$ cat config.mk
export PLATFORM = sky130hd
export DESIGN_NAME = cclimb_dl_ctrl
export DESIGN_NICKNAME = d
export VERILOG_FILES = /design/src/rtl/cclimb_pkg.sv /design/src/rtl/cclimb_hold_timer.sv /design/src/rtl/cclimb_dl_ctrl.sv
export SDC_FILE = /design/constraint.sdc
export NUM_CORES = 1
export LEC_CHECK = 0
export BUFFER_PORTS_ARGS = -buffer_cell sky130_fd_sc_hd__buf_2
export CAP_MARGIN = 10
export CORE_MARGIN = 5
export CORE_UTILIZATION = 42
export CTS_CLUSTER_DIAMETER = 30
export DETAILED_ROUTE_END_ITERATION = 16
export HOLD_SLACK_MARGIN = 0.12
export PLACE_DENSITY = 0.67
export SLEW_MARGIN = 20
export SYNTH_ARGS = -nofsm -noshare
export SYNTH_HDL_FRONTEND = slang
export SYNTH_SLANG_ARGS = --single-unit
$ cat constraint.sdc
create_clock -name clk_sys -period 2.9 [get_ports clk_sys]
set_input_delay 0.58 -clock clk_sys [delete_from_list [all_inputs] [get_ports clk_sys]]
set_output_delay 0.58 -clock clk_sys [all_outputs]
set_load 0.05 [all_outputs]
$ cat src/rtl/cclimb_pkg.sv
// Shared types and defaults for the Crazy Climber download/reset controller.
package cclimb_pkg;

  typedef enum logic [1:0] {
    BOOT,
    LOAD,
    HOLD,
    RUN
  } dl_state_t;

  localparam int CCLIMB_ROM_SIZE    = 'hB000;
  localparam int CCLIMB_HOLD_CYCLES = 1024;

endpackage

$ cat src/rtl/cclimb_hold_timer.sv
// Core-reset settle counter: load/reload wins over decrement; zero flags expiry.
// Decrement stops at zero, so a stalled HOLD state never wraps the count.
module cclimb_hold_timer (
  input  logic        clk_sys,
  input  logic        reset_n,
  input  logic        load,
  input  logic        dec,
  input  logic [15:0] load_val,
  output logic        zero
);

  logic [15:0] cnt;

  always_ff @(posedge clk_sys or negedge reset_n) begin
    if (!reset_n) begin
      cnt <= 16'd0;
    end else if (load) begin
      cnt <= load_val;
    end else if (dec && cnt != 16'd0) begin
      cnt <= cnt - 16'd1;
    end
  end

  assign zero = (cnt == 16'd0);

endmodule

$ cat src/rtl/cclimb_dl_ctrl.sv
// ROM download forwarder and core-reset sequencer; dn_* is one cycle behind ioctl_wr.
// No back-pressure: one write per cycle; state-derived outputs lag the state by one edge.
module cclimb_dl_ctrl
  import cclimb_pkg::*;
#(
  parameter int ROM_SIZE    = CCLIMB_ROM_SIZE,
  parameter int HOLD_CYCLES = CCLIMB_HOLD_CYCLES
) (
  input  logic        clk_sys,
  input  logic        reset_n,
  input  logic        ioctl_download,
  input  logic        ioctl_wr,
  input  logic [24:0] ioctl_addr,
  input  logic [7:0]  ioctl_dout,
  input  logic        user_reset,
  output logic [15:0] dn_addr,
  output logic [7:0]  dn_data,
  output logic        dn_wr,
  output logic        core_reset,
  output logic        load_done,
  output logic        oor_err,
  output logic        short_err,
  output logic [16:0] byte_count
);

  localparam logic [24:0] ROM_LIM   = 25'(ROM_SIZE);
  localparam logic [16:0] ROM_CNT   = 17'(ROM_SIZE);
  localparam logic [15:0] HOLD_LOAD = 16'(HOLD_CYCLES - 1);
  localparam logic [16:0] CNT_MAX   = 17'h1FFFF;

  dl_state_t state;
  logic      dl_q;
  logic      done_q;
  logic      short_q;
  logic      rise;
  logic      fall;
  logic      in_range;
  logic      acc;
  logic      rej;
  logic      tmr_load;
  logic      tmr_dec;
  logic      tmr_zero;

  assign rise     = ioctl_download & ~dl_q;
  assign fall     = ~ioctl_download & dl_q;
  assign in_range = (ioctl_addr < ROM_LIM);
  assign acc      = ioctl_download & ioctl_wr & in_range;
  assign rej      = ioctl_download & ioctl_wr & ~in_range;

  // Entering HOLD from either side, or any user_reset while held/running, restarts the settle time.
  assign tmr_load = ((state == LOAD) & fall & (byte_count == ROM_CNT))
                  | (user_reset & ((state == HOLD) | (state == RUN)));
  assign tmr_dec  = (state == HOLD);

  cclimb_hold_timer u_hold_timer (
    .clk_sys  (clk_sys),
    .reset_n  (reset_n),
    .load     (tmr_load),
    .dec      (tmr_dec),
    .load_val (HOLD_LOAD),
    .zero     (tmr_zero)
  );

  // dl_q resets high so a download already active when reset lifts is not taken as a new edge.
  always_ff @(posedge clk_sys or negedge reset_n) begin
    if (!reset_n) begin
      state      <= BOOT;
      dl_q       <= 1'b1;
      dn_addr    <= 16'd0;
      dn_data    <= 8'd0;
      dn_wr      <= 1'b0;
      core_reset <= 1'b1;
      load_done  <= 1'b0;
      oor_err    <= 1'b0;
      short_err  <= 1'b0;
      byte_count <= 17'd0;
      done_q     <= 1'b0;
      short_q    <= 1'b0;
    end else begin
      dl_q       <= ioctl_download;
      dn_wr      <= acc;
      core_reset <= (state != RUN);
      load_done  <= done_q;
      short_err  <= short_q;
      if (acc) begin
        dn_addr <= ioctl_addr[15:0];
        dn_data <= ioctl_dout;
      end
      if (rise) begin
        state      <= LOAD;
        byte_count <= acc ? 17'd1 : 17'd0;
        oor_err    <= rej;
        done_q     <= 1'b0;
        short_q    <= 1'b0;
      end else begin
        if (acc && byte_count != CNT_MAX) begin
          byte_count <= byte_count + 17'd1;
        end
        if (rej) begin
          oor_err <= 1'b1;
        end
        case (state)
          LOAD: begin
            if (fall) begin
              if (byte_count == ROM_CNT) begin
                state  <= HOLD;
                done_q <= 1'b1;
              end else begin
                state   <= BOOT;
                short_q <= 1'b1;
              end
            end
          end
          HOLD: begin
            if (tmr_zero && !user_reset) begin
              state <= RUN;
            end
          end
          RUN: begin
            if (user_reset) begin
              state <= HOLD;
            end
          end
          default: begin
          end
        endcase
      end
    end
  end

endmodule

==> impl_metrics.yaml, run 1 <==
job:
  maxCapViolCount: 0
placed_design:
  gp_congestion: 0.943
  place_ws_ns: 0.346
  placed_area_um2: 3890
  io_buffers: 83
  place_hpwl_mm: 5.70
  dp_cells: 495
finish:
  design_area_um2: 4130
  fin_nets: 448
  final_util: 0.535
  diodes: 0
  instances_no_fill: 511
  area_growth_syn_to_layout_pct: 23.9
  drive_gt1_frac: 0.352
pwr:
  p_comb_frac: 0.064
  p_sw_frac: 0.231
  power.internal_mw: 1.56
  p_seq_frac: 0.471
  power.switching_uw: 468
  cellPowerDensity_nw_per_um2: 491
  total_leakage_power_nw: 1.92
  total_power_mw: 2.03
  p_clk_frac: 0.465
  worst_ir_drop_vdd_uv: 286
global_route:
  overflow: 0
  antenna_found_initial: 0
  grt_max_degree: 31
  grt_pass1_vias: 2840
  grt_pass1_wl_mm: 13.4
  globalRouteTotalUtil: 0.167
clock_network:
  root_buffer: "clkbuf_8"
  cts.htree.levels: 3
  clockBufferDepth: 2
  clk_pin_slew_worst_paths_ns: 0.08
  cts_tree: "done"
  hold_buffers: 0
  postCtsSetupRepairBufs: 0
  numCtsBuffers: 9
  ctsResizeCount: 0
  clock_latency_ns: 0.34
  cts_sinks: 67
setup_path:
  r2r_start: "byte_count[1]$_DFFE_PN0P_"
  worst-path-max-fanout: 13
  crit_type: "flip-flop to flip-flop"
  ff2ff_path_depth: 9
  r2r_setup_slack_ns: 0.28
  r2r_end: "byte_count[3]$_DFFE_PN0P_"
  worstPathRequired_ns: 3.15
  cp-start-kind: "flip-flop"
  cp.arrival_ns: 2.87
  endpoint_kind: "flip-flop"
  startpoint: "byte_count[1]$_DFFE_PN0P_"
sta:
  clock.fmax_mhz: 382
  whs_ns: 0.276
  worst_pin_slew_ns: 0.917
  fin_ws_ns: 0.282
  setup_viol_count_final: 0
  setup_tns_ns: 0
  hold_violations: 0
  rsz0062_at_grt: "no"
  period_needed_ns: 2.62
  clock_skew_ns: 0.0128
  finalCritPeriodShare: 0.903
  max-slew-margin-rel: 0.386
  slew_viol_final: 0
synth:
  yosysSeqAreaShare: 0.503
  synth_top_area_frac: 0.487
  ys_top_cells_by_area: "dfrtp_1 49%, mux2_2 10%, a21oi_1 3.1%, or4_1 3.1%, o31ai_1 2.9%"
  synth_ff_type: "dfrtp_1"
  syn-num-nets: 357
  synth_cell_types: 45
  synth_largest_area_cell: "dfrtp_1"
  yosysWarnings: 0
  async_reset_ff_frac: 1.00
  synthCells: 313
  synth_edf_count: 0
  syn_area_per_cell_um2: 10.7
  yosysMostFrequentCell: "dfrtp_1"
  synth_top_cells_by_count: "65 x dfrtp_1, 30 x mux2_2, 21 x a21oi_1, 16 x nand2_1, 15 x nand3_1"
  ys_seq_elements: 67
  synth_area_um2: 3340
floorplan:
  io_pins: 84
  rows: 32
  core_um2: 7730
  die_h_um: 99.1
  die_x_um: 99.1
  die_area_um2: 9830
  start_util: 0.432
routing:
  route.final.wire_length_mm: 7.80
  num_vias: 2853
  antenna_left: 0
  avgViaCountPerCell: 5.58
  drc: 0
  dr.pass1.iters: 4
  avgRoutedWirePerCell_um: 15.3
  drtIter0Drc: 123
hold_path:
  hold_class: "primary input to async pin"
run_status:
  status: "complete, no violations"
==> worst max-delay path by stage <==
stage | end | slack [ns] | cells after the start
CTS | byte_count[3]$_DFFE_PN0P_ | 0.33 | 9
finish | byte_count[3]$_DFFE_PN0P_ | 0.28 | 9
floorplan | byte_count[14]$_DFFE_PN0P_ | 0.37 | 10
global route | byte_count[3]$_DFFE_PN0P_ | 0.15 | 9
global placement | dn_addr[1]$_DFFE_PN0P_ | 0.46 | 6
detailed placement | byte_count[8]$_DFFE_PN0P_ | 0.35 | 9
==> power by group through the flow <==
stage	clock (mW)	sequential, mW	combinational (mW)
after floorplan	0	1.00	0.0344
after global placement	0	0.975	0.129
after detailed placement	0	0.975	0.132
after CTS	0.967	0.957	0.132
after global routing	1.01	0.959	0.144
final	0.943	0.957	0.130
==> logic make-up (layout without fill, tap and decap cells) <==
group,Yosys count,after routing,synth area share
mux,31,31,0.104
fa+ha+maj,6,6,0.0225
buf+inv,21,117,0.0244
compound gates,61,61,0.117
flops,67,67,0.503
simple gates,127,127,0.229
==> critical path: stages (launching register included) <==
cell	delay [ns]
dfrtp_1	0.42
ha_1	0.22
and2_1	0.18
nand4_1	0.15
nor2_1	0.07
ha_1	0.19
inv_1	0.15
o211ai_1	0.38
or4_1	0.59
a21oi_1	0.17
==> layer usage <==
layer / GRT usage / part of all wire / vias to the layer above
met3: 0.0442 / 0.052 / 7
met1: 0.218 / 0.45 / 1389
li1: - / - / 1374
met5: 0 / 0 / -
met4: 0.0462 / 0.0044 / 0
met2: 0.274 / 0.49 / 83
==> cell usage in the layout (no fill, tap or decap), drive strengths merged, types with 3 or more instances in the layout <==
cell    instances
and3            3
nor4           11
nand4           6
nand2b          3
mux2           30
or4            15
o31ai          13
bufinv          3
or3             6
nand2          16
dfrtp          65
nor3            7
o21ai          13
and2            6
ha              6
inv            11
nand3          15
and4            6
nor2           15
a21oi          21
clkbuf         10
nor2b           9
buf            90
==> state kept, by name, summed over array words and instances (netlist names), 2 cells and up <==
| name | cells |
|---|---|
| dn_addr | 16 |
| dn_data | 8 |
| u_hold_timer.cnt | 16 |
| byte_count | 17 |
| state | 2 |
==> final cells by class <==
cell class | count | area [um^2]
clock buffers | 10 | 128
clock inverters | 6 | 114
fillers | 680 | 3590
inverters | 11 | 41.3
multi-input cells | 225 | 1580
flip-flops and latches | 67 | 1680
well taps | 102 | 128
repair buffers | 90 | 468
Power figures use the tool's default switching activity.
==> run 2: changes to the inputs <==
--- a/config.mk
+++ b/config.mk
@@ -7,6 +7,7 @@
 export LEC_CHECK = 0
 export BUFFER_PORTS_ARGS = -buffer_cell sky130_fd_sc_hd__buf_2
 export CAP_MARGIN = 10
+export CORE_ASPECT_RATIO = 1.75
 export CORE_MARGIN = 5
 export CORE_UTILIZATION = 42
 export CTS_CLUSTER_DIAMETER = 30
==> run 2 against run 1 <==
Clock power rose by 17%. First-iteration DRC count rose by 36%. Global-route usage up 0.71 points. Critical path depth is the same. Non-clock buffer count grew 2. Via count decreased by 0.11%. Sequential power is essentially flat. Register-to-register slack lost 0.05 ns. Die area rose by 0.72%. Setup slack worse by 0.054 ns. Final area increased by 1.5%.
==> impl_metrics.yaml, run 2 (synthesized netlist as in run 1, its figures left out) <==
run_status:
  status: "complete, no violations"
routing:
  avgRoutedWirePerCell_um: 16.6
  avgViaCountPerCell: 5.69
  drtIter0Drc: 167
  antenna_left: 0
  num_vias: 2850
  dr.pass1.iters: 4
  route.final.wire_length_mm: 8.31
  drc: 0
hold_path:
  holdPathEnd: "dl_q$_DFF_PN1_"
  hold_path_depth: 1
  min-delay-start: "ioctl_download"
  hold_class: "primary input to flip-flop"
placed_design:
  gp_congestion: 0.902
  place_ws_ns: 0.315
  place_hpwl_mm: 6.17
  dp_cells: 485
  placed_area_um2: 3890
  io_buffers: 83
global_route:
  grt_pass1_wl_mm: 13.9
  antenna_found_initial: 0
  grt_max_degree: 68
  globalRouteTotalUtil: 0.174
  grt_pass1_vias: 2887
  overflow: 0
pwr:
  p_seq_frac: 0.439
  p_clk_frac: 0.502
  cellPowerDensity_nw_per_um2: 520
  total_leakage_power_nw: 1.96
  power.switching_uw: 522
  total_power_mw: 2.18
  power.internal_mw: 1.66
  worst_ir_drop_vdd_uv: 337
  p_sw_frac: 0.239
  p_comb_frac: 0.058
finish:
  diodes: 0
  fin_nets: 450
  regMostFlops: "byte_count"
  mostFrequentLayoutCell: "buf_2"
  final_util: 0.534
  largest_reg_flops: 17
  layout_common_cells: "83 x buf_2, 65 x dfrtp_1, 30 x mux2_2, 21 x a21oi_1, 16 x nand2_1"
  area_growth_syn_to_layout_pct: 25.7
  drive_gt1_frac: 0.358
  instances_no_fill: 501
  design_area_um2: 4200
  top_regs: "byte_count: 17 flops, dn_addr: 16 flops, u_hold_timer.cnt: 16 flops"
sta:
  fin_ws_ns: 0.228
  finalCritPeriodShare: 0.921
  setup_viol_count_final: 0
  hold_violations: 0
  worst_pin_slew_ns: 0.927
  slew_viol_final: 0
  max-slew-margin-rel: 0.379
  clock.fmax_mhz: 374
  rsz0062_at_grt: "no"
  clock_skew_ns: 0.00395
  whs_ns: 0.397
  period_needed_ns: 2.67
  setup_tns_ns: 0
setup_path:
  endpoint_kind: "flip-flop"
  r2r_start: "byte_count[0]$_DFFE_PN0P_"
  cp.arrival_ns: 2.88
  r2r_setup_slack_ns: 0.23
  crit_top_cell: "ha_1"
  ff2ff_path_depth: 9
  crit_chain: "ha_1 -> and2_1 -> nand4_1 -> nor2_1 -> ha_1 -> inv_1 -> o211ai_1 -> nor3_1 -> mux2_2"
  crit_type: "flip-flop to flip-flop"
  worst-path-max-fanout: 13
  cp-start-kind: "flip-flop"
  r2r_end: "byte_count[10]$_DFFE_PN0P_"
  slowest_delay_ns: 0.40
  crit_slowest_cell: "dfrtp_1"
  worstPathRequired_ns: 3.11
clock_network:
  cts.htree.levels: 3
  clk_pin_slew_worst_paths_ns: 0.06
  root_buffer: "clkbuf_16"
  ctsResizeCount: 0
  cts_tree: "done"
  clock_latency_ns: 0.33
  hold_buffers: 0
  cts_sinks: 67
  numCtsBuffers: 9
  postCtsSetupRepairBufs: 0
  clockBufferDepth: 2
floorplan:
  rows: 43
  die_x_um: 77.4
  die_h_um: 128
  io_pins: 84
  die_area_um2: 9900
  core_um2: 7860
  start_util: 0.425
job:
  maxCapViolCount: 0
-- run 2: cell count changes in the layout (fill, tap and decap cells not counted), moves of 2 or more --
cell / previous run / this run
buf_4: 7 / 9
bufinv_16: 3 / 1
clkbuf_16: 0 / 9
clkbuf_8: 9 / 0
clkinv_4: 1 / 3
-- run 2: critical path: cells and delay by family (launching register included) --
family,cells,cell delay [ns]
and+or+nand+nor,4,0.81
AOI/OAI and AO/OA,1,0.39
buffers and inverters,1,0.16
muxes,1,0.37
adders and majority gates,2,0.42
DFF,1,0.40
-- run 2: power by group through the flow --
stage | logic, mW | clock network [mW] | registers, mW
after floorplan | 0.0344 | 0 | 1.00
after global placement | 0.128 | 0 | 0.975
after detailed placement | 0.130 | 0 | 0.975
after CTS | 0.130 | 1.12 | 0.958
after global routing | 0.142 | 1.17 | 0.961
final | 0.128 | 1.10 | 0.959
-- run 2: worst max path at each step --
stage / slack, ns / start / end / depth (start not counted)
floorplan: 0.37 / byte_count[0]$_DFFE_PN0P_ / byte_count[14]$_DFFE_PN0P_ / 10
global placement: 0.44 / byte_count[0]$_DFFE_PN0P_ / byte_count[14]$_DFFE_PN0P_ / 9
detailed placement: 0.31 / byte_count[0]$_DFFE_PN0P_ / byte_count[5]$_DFFE_PN0P_ / 9
CTS: 0.31 / byte_count[0]$_DFFE_PN0P_ / byte_count[5]$_DFFE_PN0P_ / 9
global route: 0.07 / byte_count[0]$_DFFE_PN0P_ / byte_count[8]$_DFFE_PN0P_ / 9
finish: 0.23 / byte_count[0]$_DFFE_PN0P_ / byte_count[10]$_DFFE_PN0P_ / 9
-- run 2: final cells by class --
type                    instances  area [um^2]
clock buffers                   9          225
clock inverters                 7         77.6
fillers                       711         3660
inverters                      11         41.3
multi-input cells             225         1580
flip-flops and latches         67         1680
well taps                      90          113
repair buffers                 92          483
-- run 2: per-layer routing --
layer / GRT usage / vias up / part of all wire / routed length, um
met5: 0 / - / 0 / 0
met4: 0.0850 / 0 / 0.029 / 237
met3: 0.0429 / 18 / 0.031 / 260
met2: 0.308 / 62 / 0.56 / 4680
met1: 0.190 / 1390 / 0.38 / 3130
li1: - / 1380 / - / -
